### src/rtl/modclk_pkg.sv
// Shared types and constants for the modulation clock monitor.
package modclk_pkg;

    localparam int unsigned CNT_W_DEF = 16;

    typedef enum logic [1:0] {
        SEARCH  = 2'd0,
        MEASURE = 2'd1,
        TRACK   = 2'd2
    } modclk_state_e;

    // Synchronized level plus one-cycle edge strobes of one input channel
    typedef struct packed {
        logic level;
        logic rise;
        logic fall;
    } edge_ev_t;

    // All-ones value of a w-bit counter, used as the saturation ceiling
    function automatic longint unsigned sat_val(input int unsigned w);
        return (w >= 64) ? 64'hFFFF_FFFF_FFFF_FFFF : ((64'd1 << w) - 64'd1);
    endfunction

endpackage

### src/rtl/modclk_edge_sync.sv
// Two-flop synchronizer followed by a registered rise/fall detector.
module modclk_edge_sync
    import modclk_pkg::*;
(
    input  logic     clk,
    input  logic     rst_n,
    input  logic     din,
    output edge_ev_t ev
);

    logic       sync1_q, sync2_q, sync3_q;
    logic       rise_q, fall_q;
    logic [1:0] fill_q;

    // Strobes stay quiet until the chain has filled, so a level already
    // present at reset release is not mistaken for an edge.
    always_ff @(posedge clk or negedge rst_n) begin
        if (!rst_n) begin
            sync1_q <= 1'b0;
            sync2_q <= 1'b0;
            sync3_q <= 1'b0;
            rise_q  <= 1'b0;
            fall_q  <= 1'b0;
            fill_q  <= 2'd0;
        end else begin
            sync1_q <= din;
            sync2_q <= sync1_q;
            sync3_q <= sync2_q;
            if (fill_q != 2'd3) begin
                fill_q <= fill_q + 2'd1;
            end
            rise_q  <= (fill_q == 2'd3) && sync2_q && !sync3_q;
            fall_q  <= (fill_q == 2'd3) && !sync2_q && sync3_q;
        end
    end

    assign ev = '{level: sync2_q, rise: rise_q, fall: fall_q};

endmodule

### src/rtl/modclk_monitor.sv
// Measures period, high time, non-overlap gap and CLKL phase of the
// modulation clock set in USER_CLOCK cycles; flags lock, overlap and loss.
module modclk_monitor
    import modclk_pkg::*;
#(
    parameter int unsigned CNT_W   = CNT_W_DEF,
    parameter int unsigned TIMEOUT = 2000,
    parameter int unsigned TOL     = 2
) (
    input  logic             USER_CLOCK,
    input  logic             USER_RESET_N,
    input  logic             MOD_IN,
    input  logic             MODN_IN,
    input  logic             MODL_IN,
    input  logic             CLR_ERR,
    output logic [CNT_W-1:0] PERIOD,
    output logic [CNT_W-1:0] HIGH_TIME,
    output logic [CNT_W-1:0] GAP,
    output logic [CNT_W-1:0] PHASE_L,
    output logic             MEAS_VALID,
    output logic             LOCKED,
    output logic             ERR_OVERLAP,
    output logic             ERR_TIMEOUT
);

    localparam logic [CNT_W-1:0] CNT_MAX = CNT_W'(sat_val(CNT_W));

    edge_ev_t mod_ev, modn_ev, modl_ev;

    modclk_edge_sync u_sync_mod  (.clk(USER_CLOCK), .rst_n(USER_RESET_N), .din(MOD_IN),  .ev(mod_ev));
    modclk_edge_sync u_sync_modn (.clk(USER_CLOCK), .rst_n(USER_RESET_N), .din(MODN_IN), .ev(modn_ev));
    modclk_edge_sync u_sync_modl (.clk(USER_CLOCK), .rst_n(USER_RESET_N), .din(MODL_IN), .ev(modl_ev));

    logic unused_c;
    assign unused_c = &{1'b0, modn_ev.fall, modl_ev.fall, modl_ev.level};

    modclk_state_e    state_q, state_d;
    logic [CNT_W-1:0] cnt_q, cnt_inc_c, diff_c;
    logic [CNT_W-1:0] hi_q, gap_q, ph_q;
    logic             fall_seen_q, gap_seen_q, ph_seen_q;
    logic             have_prev_q, ovl_q;
    logic             timeout_c, emit_c, stable_c, ovl_set_c;

    // A rise on the terminal-count cycle takes priority over the timeout
    assign timeout_c = (state_q != SEARCH) && !mod_ev.rise && (32'(cnt_q) == TIMEOUT - 1);
    assign emit_c    = mod_ev.rise && (state_q != SEARCH);
    assign cnt_inc_c = (cnt_q == CNT_MAX) ? cnt_q : cnt_q + CNT_W'(1);
    assign diff_c    = (cnt_q > PERIOD) ? cnt_q - PERIOD : PERIOD - cnt_q;
    assign stable_c  = (32'(diff_c) <= TOL);
    assign ovl_set_c = mod_ev.level && modn_ev.level && ovl_q;

    always_ff @(posedge USER_CLOCK or negedge USER_RESET_N) begin
        if (!USER_RESET_N) begin
            state_q <= SEARCH;
        end else begin
            state_q <= state_d;
        end
    end

    always_comb begin
        state_d = state_q;
        case (state_q)
            SEARCH:  if (mod_ev.rise) state_d = MEASURE;
            MEASURE: if (mod_ev.rise) state_d = TRACK;
                     else if (timeout_c) state_d = SEARCH;
            TRACK:   if (timeout_c) state_d = SEARCH;
            default: state_d = SEARCH;
        endcase
    end

    always_ff @(posedge USER_CLOCK or negedge USER_RESET_N) begin
        if (!USER_RESET_N) begin
            cnt_q       <= '0;
            hi_q        <= '0;
            gap_q       <= '0;
            ph_q        <= '0;
            fall_seen_q <= 1'b0;
            gap_seen_q  <= 1'b0;
            ph_seen_q   <= 1'b0;
            have_prev_q <= 1'b0;
            ovl_q       <= 1'b0;
            PERIOD      <= '0;
            HIGH_TIME   <= '0;
            GAP         <= '0;
            PHASE_L     <= '0;
            MEAS_VALID  <= 1'b0;
            LOCKED      <= 1'b0;
            ERR_OVERLAP <= 1'b0;
            ERR_TIMEOUT <= 1'b0;
        end else begin
            ovl_q      <= mod_ev.level && modn_ev.level;
            MEAS_VALID <= emit_c;

            // Per-period shadow timestamps, relative to the latest MOD rise
            if (mod_ev.rise) begin
                cnt_q       <= CNT_W'(1);
                hi_q        <= '0;
                gap_q       <= '0;
                fall_seen_q <= 1'b0;
                gap_seen_q  <= 1'b0;
                ph_seen_q   <= modl_ev.rise;
                ph_q        <= modl_ev.rise ? '0 : CNT_MAX;
            end else begin
                cnt_q <= cnt_inc_c;
                if (mod_ev.fall) begin
                    hi_q        <= cnt_q;
                    fall_seen_q <= 1'b1;
                end
                if (modn_ev.rise && !gap_seen_q) begin
                    gap_seen_q <= 1'b1;
                    gap_q      <= fall_seen_q ? cnt_q - hi_q : '0;
                end
                if (modl_ev.rise && !ph_seen_q) begin
                    ph_seen_q <= 1'b1;
                    ph_q      <= cnt_q;
                end
            end

            if (emit_c) begin
                PERIOD      <= cnt_q;
                HIGH_TIME   <= hi_q;
                GAP         <= gap_q;
                PHASE_L     <= ph_q;
                LOCKED      <= have_prev_q && stable_c;
                have_prev_q <= 1'b1;
            end else if (timeout_c) begin
                LOCKED      <= 1'b0;
                have_prev_q <= 1'b0;
            end

            if (ovl_set_c) begin
                ERR_OVERLAP <= 1'b1;
            end else if (CLR_ERR) begin
                ERR_OVERLAP <= 1'b0;
            end

            if (timeout_c) begin
                ERR_TIMEOUT <= 1'b1;
            end else if (CLR_ERR) begin
                ERR_TIMEOUT <= 1'b0;
            end
        end
    end

endmodule

### config.mk
export PLATFORM = sky130hd
export DESIGN_NAME = modclk_monitor
export DESIGN_NICKNAME = d
export VERILOG_FILES = /design/src/rtl/modclk_pkg.sv /design/src/rtl/modclk_edge_sync.sv /design/src/rtl/modclk_monitor.sv
export SDC_FILE = /design/constraint.sdc
export NUM_CORES = 1
export LEC_CHECK = 0
export CAP_MARGIN = 30
export CORE_ASPECT_RATIO = 1.25
export CORE_UTILIZATION = 50
export CTS_CLUSTER_SIZE = 25
export DETAILED_ROUTE_END_ITERATION = 12
export HOLD_SLACK_MARGIN = 0.1
export PLACE_DENSITY_LB_ADDON = 0.15
export SYNTH_ARGS = -nofsm -noshare
export SYNTH_HDL_FRONTEND = slang
export SYNTH_SLANG_ARGS = --single-unit
### constraint.sdc
create_clock -name USER_CLOCK -period 4 [get_ports USER_CLOCK]
set_input_delay 0.4 -clock USER_CLOCK [delete_from_list [all_inputs] [get_ports USER_CLOCK]]
set_output_delay 0.4 -clock USER_CLOCK [all_outputs]
set_load 0.01 [all_outputs]
==> results.json <==
{
  "core_rows": 52,
  "worst_pin_slew_ns": 0.963,
  "worst_endpoint_required_time_ns": 4.34,
  "numCtsBuffers": 17,
  "setup.reg_to_reg.worst_slack_ns": 0.58,
  "finalHoldWorstSlack_ns": 0.352,
  "critical_path.endpoint_type": "flip-flop",
  "crit_path_start_kind": "flip-flop",
  "finalSetupTns_ns": 0,
  "p_leak_nw": 4.53,
  "syn_area_per_cell_um2": 9.11,
  "antenna_found_initial": 0,
  "cellPowerDensity_nw_per_um2": 637,
  "drc": 0,
  "drt-vias-per-instance": 5.37,
  "cts_tree": "yes",
  "finalCoreUtilization": 0.617,
  "path_max_fanout": 6,
  "layout-drive-gt1-share": 0.0657,
  "floorplan.initialDensity": 0.517,
  "rsz0062_at_grt": "false",
  "placed_wire_length_estimate_um": 13800,
  "synth.yosys.seq_area_share": 0.468,
  "final.fill_count": 1434,
  "synthesis.area_um2": 8440,
  "comb_power_share": 0.408,
  "layout.cells.most_common": "nand2_1",
  "finish.cell_count_without_fillers": 1221,
  "timing.final.hold_violations": 0,
  "power.switching_mw": 2.26,
  "dr.first_iter.drc_count": 309,
  "post_synth_edffs": 0,
  "slew-limit-headroom": 0.358,
  "fp.coreArea_um2": 16300,
  "postCtsSetupBuffers": 0,
  "portBuffers": 73,
  "report.final.setup_viol": 0,
  "r2r_start": "cnt_q[0]",
  "finalWirelength_um": 19000,
  "post_synth_inst_count": 927,
  "worst-endpoint-arrival_ns": 3.75,
  "critical_path.endpoint": "LOCKED",
  "detail_route.wl_per_cell_um": 15.5,
  "cell_internal_pwr_mw": 4.15,
  "ys_warn_count": 0,
  "layout_worst_path_cycle_share": 0.854,
  "fin_area_um2": 10100,
  "power.ir.vdd_worst_mv": 0.313,
  "synth_fp_nets": 986,
  "cpMaxStageDelayCell": "or4_1",
  "clkSlewWorstSetupHoldPaths_ns": 0.07,
  "finalClockSkew_ns": 0.00860,
  "synth.ff_latch_count": 158,
  "antenna_left": 0,
  "cts_num_sinks": 158,
  "switching_share": 0.353,
  "grt.met2_usage": 0.389,
  "final_critical_path_time_including_i_o_delays_and_setup_ns": 3.42,
  "cp-startpoint": "cnt_q[0]",
  "drtPass1Iterations": 5,
  "grt_max_degree": 86,
  "status": "finished clean",
  "routabilityCongestion": 0.931,
  "timing_worst_setup_path_type": "flip-flop to flip-flop",
  "finalPower_mw": 6.41,
  "chipHeight_um": 147,
  "layout.cells.most_common_list": "nand2_1, dfrtp_1, o21ai_0, nor2_1, clkdlybuf4s50_1",
  "cts_max_path_buffers": 2,
  "setup_ws_ns": 0.583,
  "maxCapViolations": 0,
  "power.clock.fraction": 0.272,
  "clock_tree.htree_level_count": 4,
  "wire_length_of_the_first_global_routing_pass_um": 31800,
  "timing.rr.end": "LOCKED",
  "clk_latency_ns": 0.42,
  "grt_util_met3": 0.0369,
  "ant_diodes": 0,
  "gr-total-overflow": 0,
  "timing.final.max_slew_violations": 0,
  "crit_chain": "inv_1 -> ha_1 -> fa_1 -> nor2b_1 -> o31a_1 -> a21oi_1 -> a2111oi_0 -> o2111ai_1 -> or4_1 -> o221ai_1 -> nand4_1 -> o31ai_2",
  "i_o_pins": 74,
  "grt_busiest_layer": "met2",
  "grt_usage": 0.232,
  "power.share.sequential": 0.320,
  "die_area_um2": 17400,
  "area_growth_syn_to_layout_pct": 19.2,
  "synth_top_flop_cell": "dfrtp_1",
  "gr-usage-met1": 0.303,
  "placedCellCount": 1187,
  "timing.fmax_mhz": 293,
  "final_nets": 1051,
  "placement.setup.worst_slack_ns": 0.586,
  "share_of_synthesized_registers_carrying_an_async_set_or_reset": 1.00,
  "ys_types": 59,
  "via_count_of_the_first_global_routing_pass": 6321,
  "cpPeakStageDelay_ns": 0.55,
  "dpl-instance-area_um2": 9420,
  "rr_worst_depth": 12,
  "vias": 6553,
  "floorplan.die.width_um": 118,
  "min-delay-path-class": "flip-flop to flip-flop",
  "buffer_cell_driving_the_clock_tree_root": "clkbuf_16"
}
-- synthesized netlist by cell type (3+ instances only) --
cell / n / area [µm²]
o21bai_1: 3 / 22.5
inv_1: 58 / 218
nand2b_1: 8 / 50.1
nor2_1: 86 / 323
or3_1: 5 / 31.3
o22ai_1: 5 / 31.3
fa_1: 3 / 60.1
buf_1: 4 / 15.0
xnor2_1: 24 / 210
a21boi_0: 3 / 22.5
nor3_1: 15 / 75.1
or4_1: 4 / 30.0
nand3_1: 17 / 85.1
a221oi_1: 3 / 26.3
nand4_1: 9 / 56.3
nor2b_1: 13 / 81.3
and2_1: 4 / 25.0
a21o_1: 5 / 37.5
ha_1: 50 / 626
mux2_2: 3 / 33.8
and3_1: 4 / 25.0
o21a_1: 32 / 240
a21oi_1: 28 / 140
or2_2: 4 / 25.0
o21ai_0: 89 / 445
dfrtp_1: 158 / 3950
o221ai_1: 3 / 26.3
xor2_1: 10 / 87.6
nor4_1: 5 / 31.3
and3b_1: 3 / 26.3
clkbuf_1: 36 / 135
a22o_1: 4 / 35.0
o31ai_1: 4 / 30.0
mux2i_1: 20 / 200
nand2_1: 167 / 627
a31oi_1: 5 / 31.3
-- critical path: cells and delay by family, from the launching register on --
kind                       cells  cell delay (ns)
AOI/OAI and AO/OA              6             1.20
and+or+nand+nor                3             0.90
adders and majority gates      2             0.61
buffers and inverters          1             0.15
DFF                            1             0.45
-- power by group through the flow --
stage	combinational [mW]	sequential (mW)	clock [mW]
detailed placement	2.61	2.09	0
floorplan	1.75	2.12	0
global route	2.90	2.09	1.84
CTS	2.63	2.06	1.77
finish	2.62	2.05	1.74
global placement	2.59	2.07	0
-- logic make-up (layout without fill, tap and decap cells) --
logic type,count (synthesis),count (layout),share of synthesized area
AOI/OAI and AO/OA,204,204,0.155
xor gates and xnor gates,34,34,0.0353
DFF,158,158,0.468
and+or+nand+nor,353,353,0.186
buffers and inverters,102,180,0.0467
adders and majority gates,53,53,0.0812
muxes,23,23,0.0277
-- layer usage --
layer / up-vias / wire length, µm
met5: - / 0
met4: 0 / 469
li1: 3277 / -
met2: 127 / 9300
met1: 3125 / 8570
met3: 24 / 622
-- sequential cells by signal (all words and copies together) (netlist names), 2 cells and up --
signal / flops
state_q: 2
hi_q: 16
u_sync_modn.fill_q: 2
GAP: 16
u_sync_modl.fill_q: 2
PHASE_L: 16
PERIOD: 16
u_sync_mod.fill_q: 2
cnt_q: 16
HIGH_TIME: 16
ph_q: 16
gap_q: 16
-- worst min path at each step --
stage	startpoint	end	slack, ns	cells after the start
2_1_floorplan	USER_RESET_N	ERR_OVERLAP	0.10	0
3_3_place_gp	u_sync_mod.sync1_q	u_sync_mod.sync2_q	0.33	0
3_5_place_dp	u_sync_modn.sync1_q	u_sync_modn.sync2_q	0.34	0
4_1_cts	u_sync_modn.sync1_q	u_sync_modn.sync2_q	0.35	0
5_1_grt	u_sync_modn.sync1_q	u_sync_modn.sync2_q	0.36	0
6_report	u_sync_modn.sync1_q	u_sync_modn.sync2_q	0.35	0
-- repair_timing --
action | CTS | global route
resized for setup | 0 | 0
hold buffers | 1 | 0
hold endpoints to repair | 84 | 0
-- final cells by class --
type / instances / area [µm²] / share of cell area
multi-input cells: 667 / 4110 / 0.408
flip-flops and latches: 158 / 3950 / 0.393
repair buffers: 90 / 885 / 0.0878
clock buffers: 18 / 429 / 0.0426
well taps: 216 / 270 / 0.0268
inverters: 58 / 218 / 0.0216
clock inverters: 14 / 206 / 0.0205
Note: power is estimated with default switching activity, not from simulation.
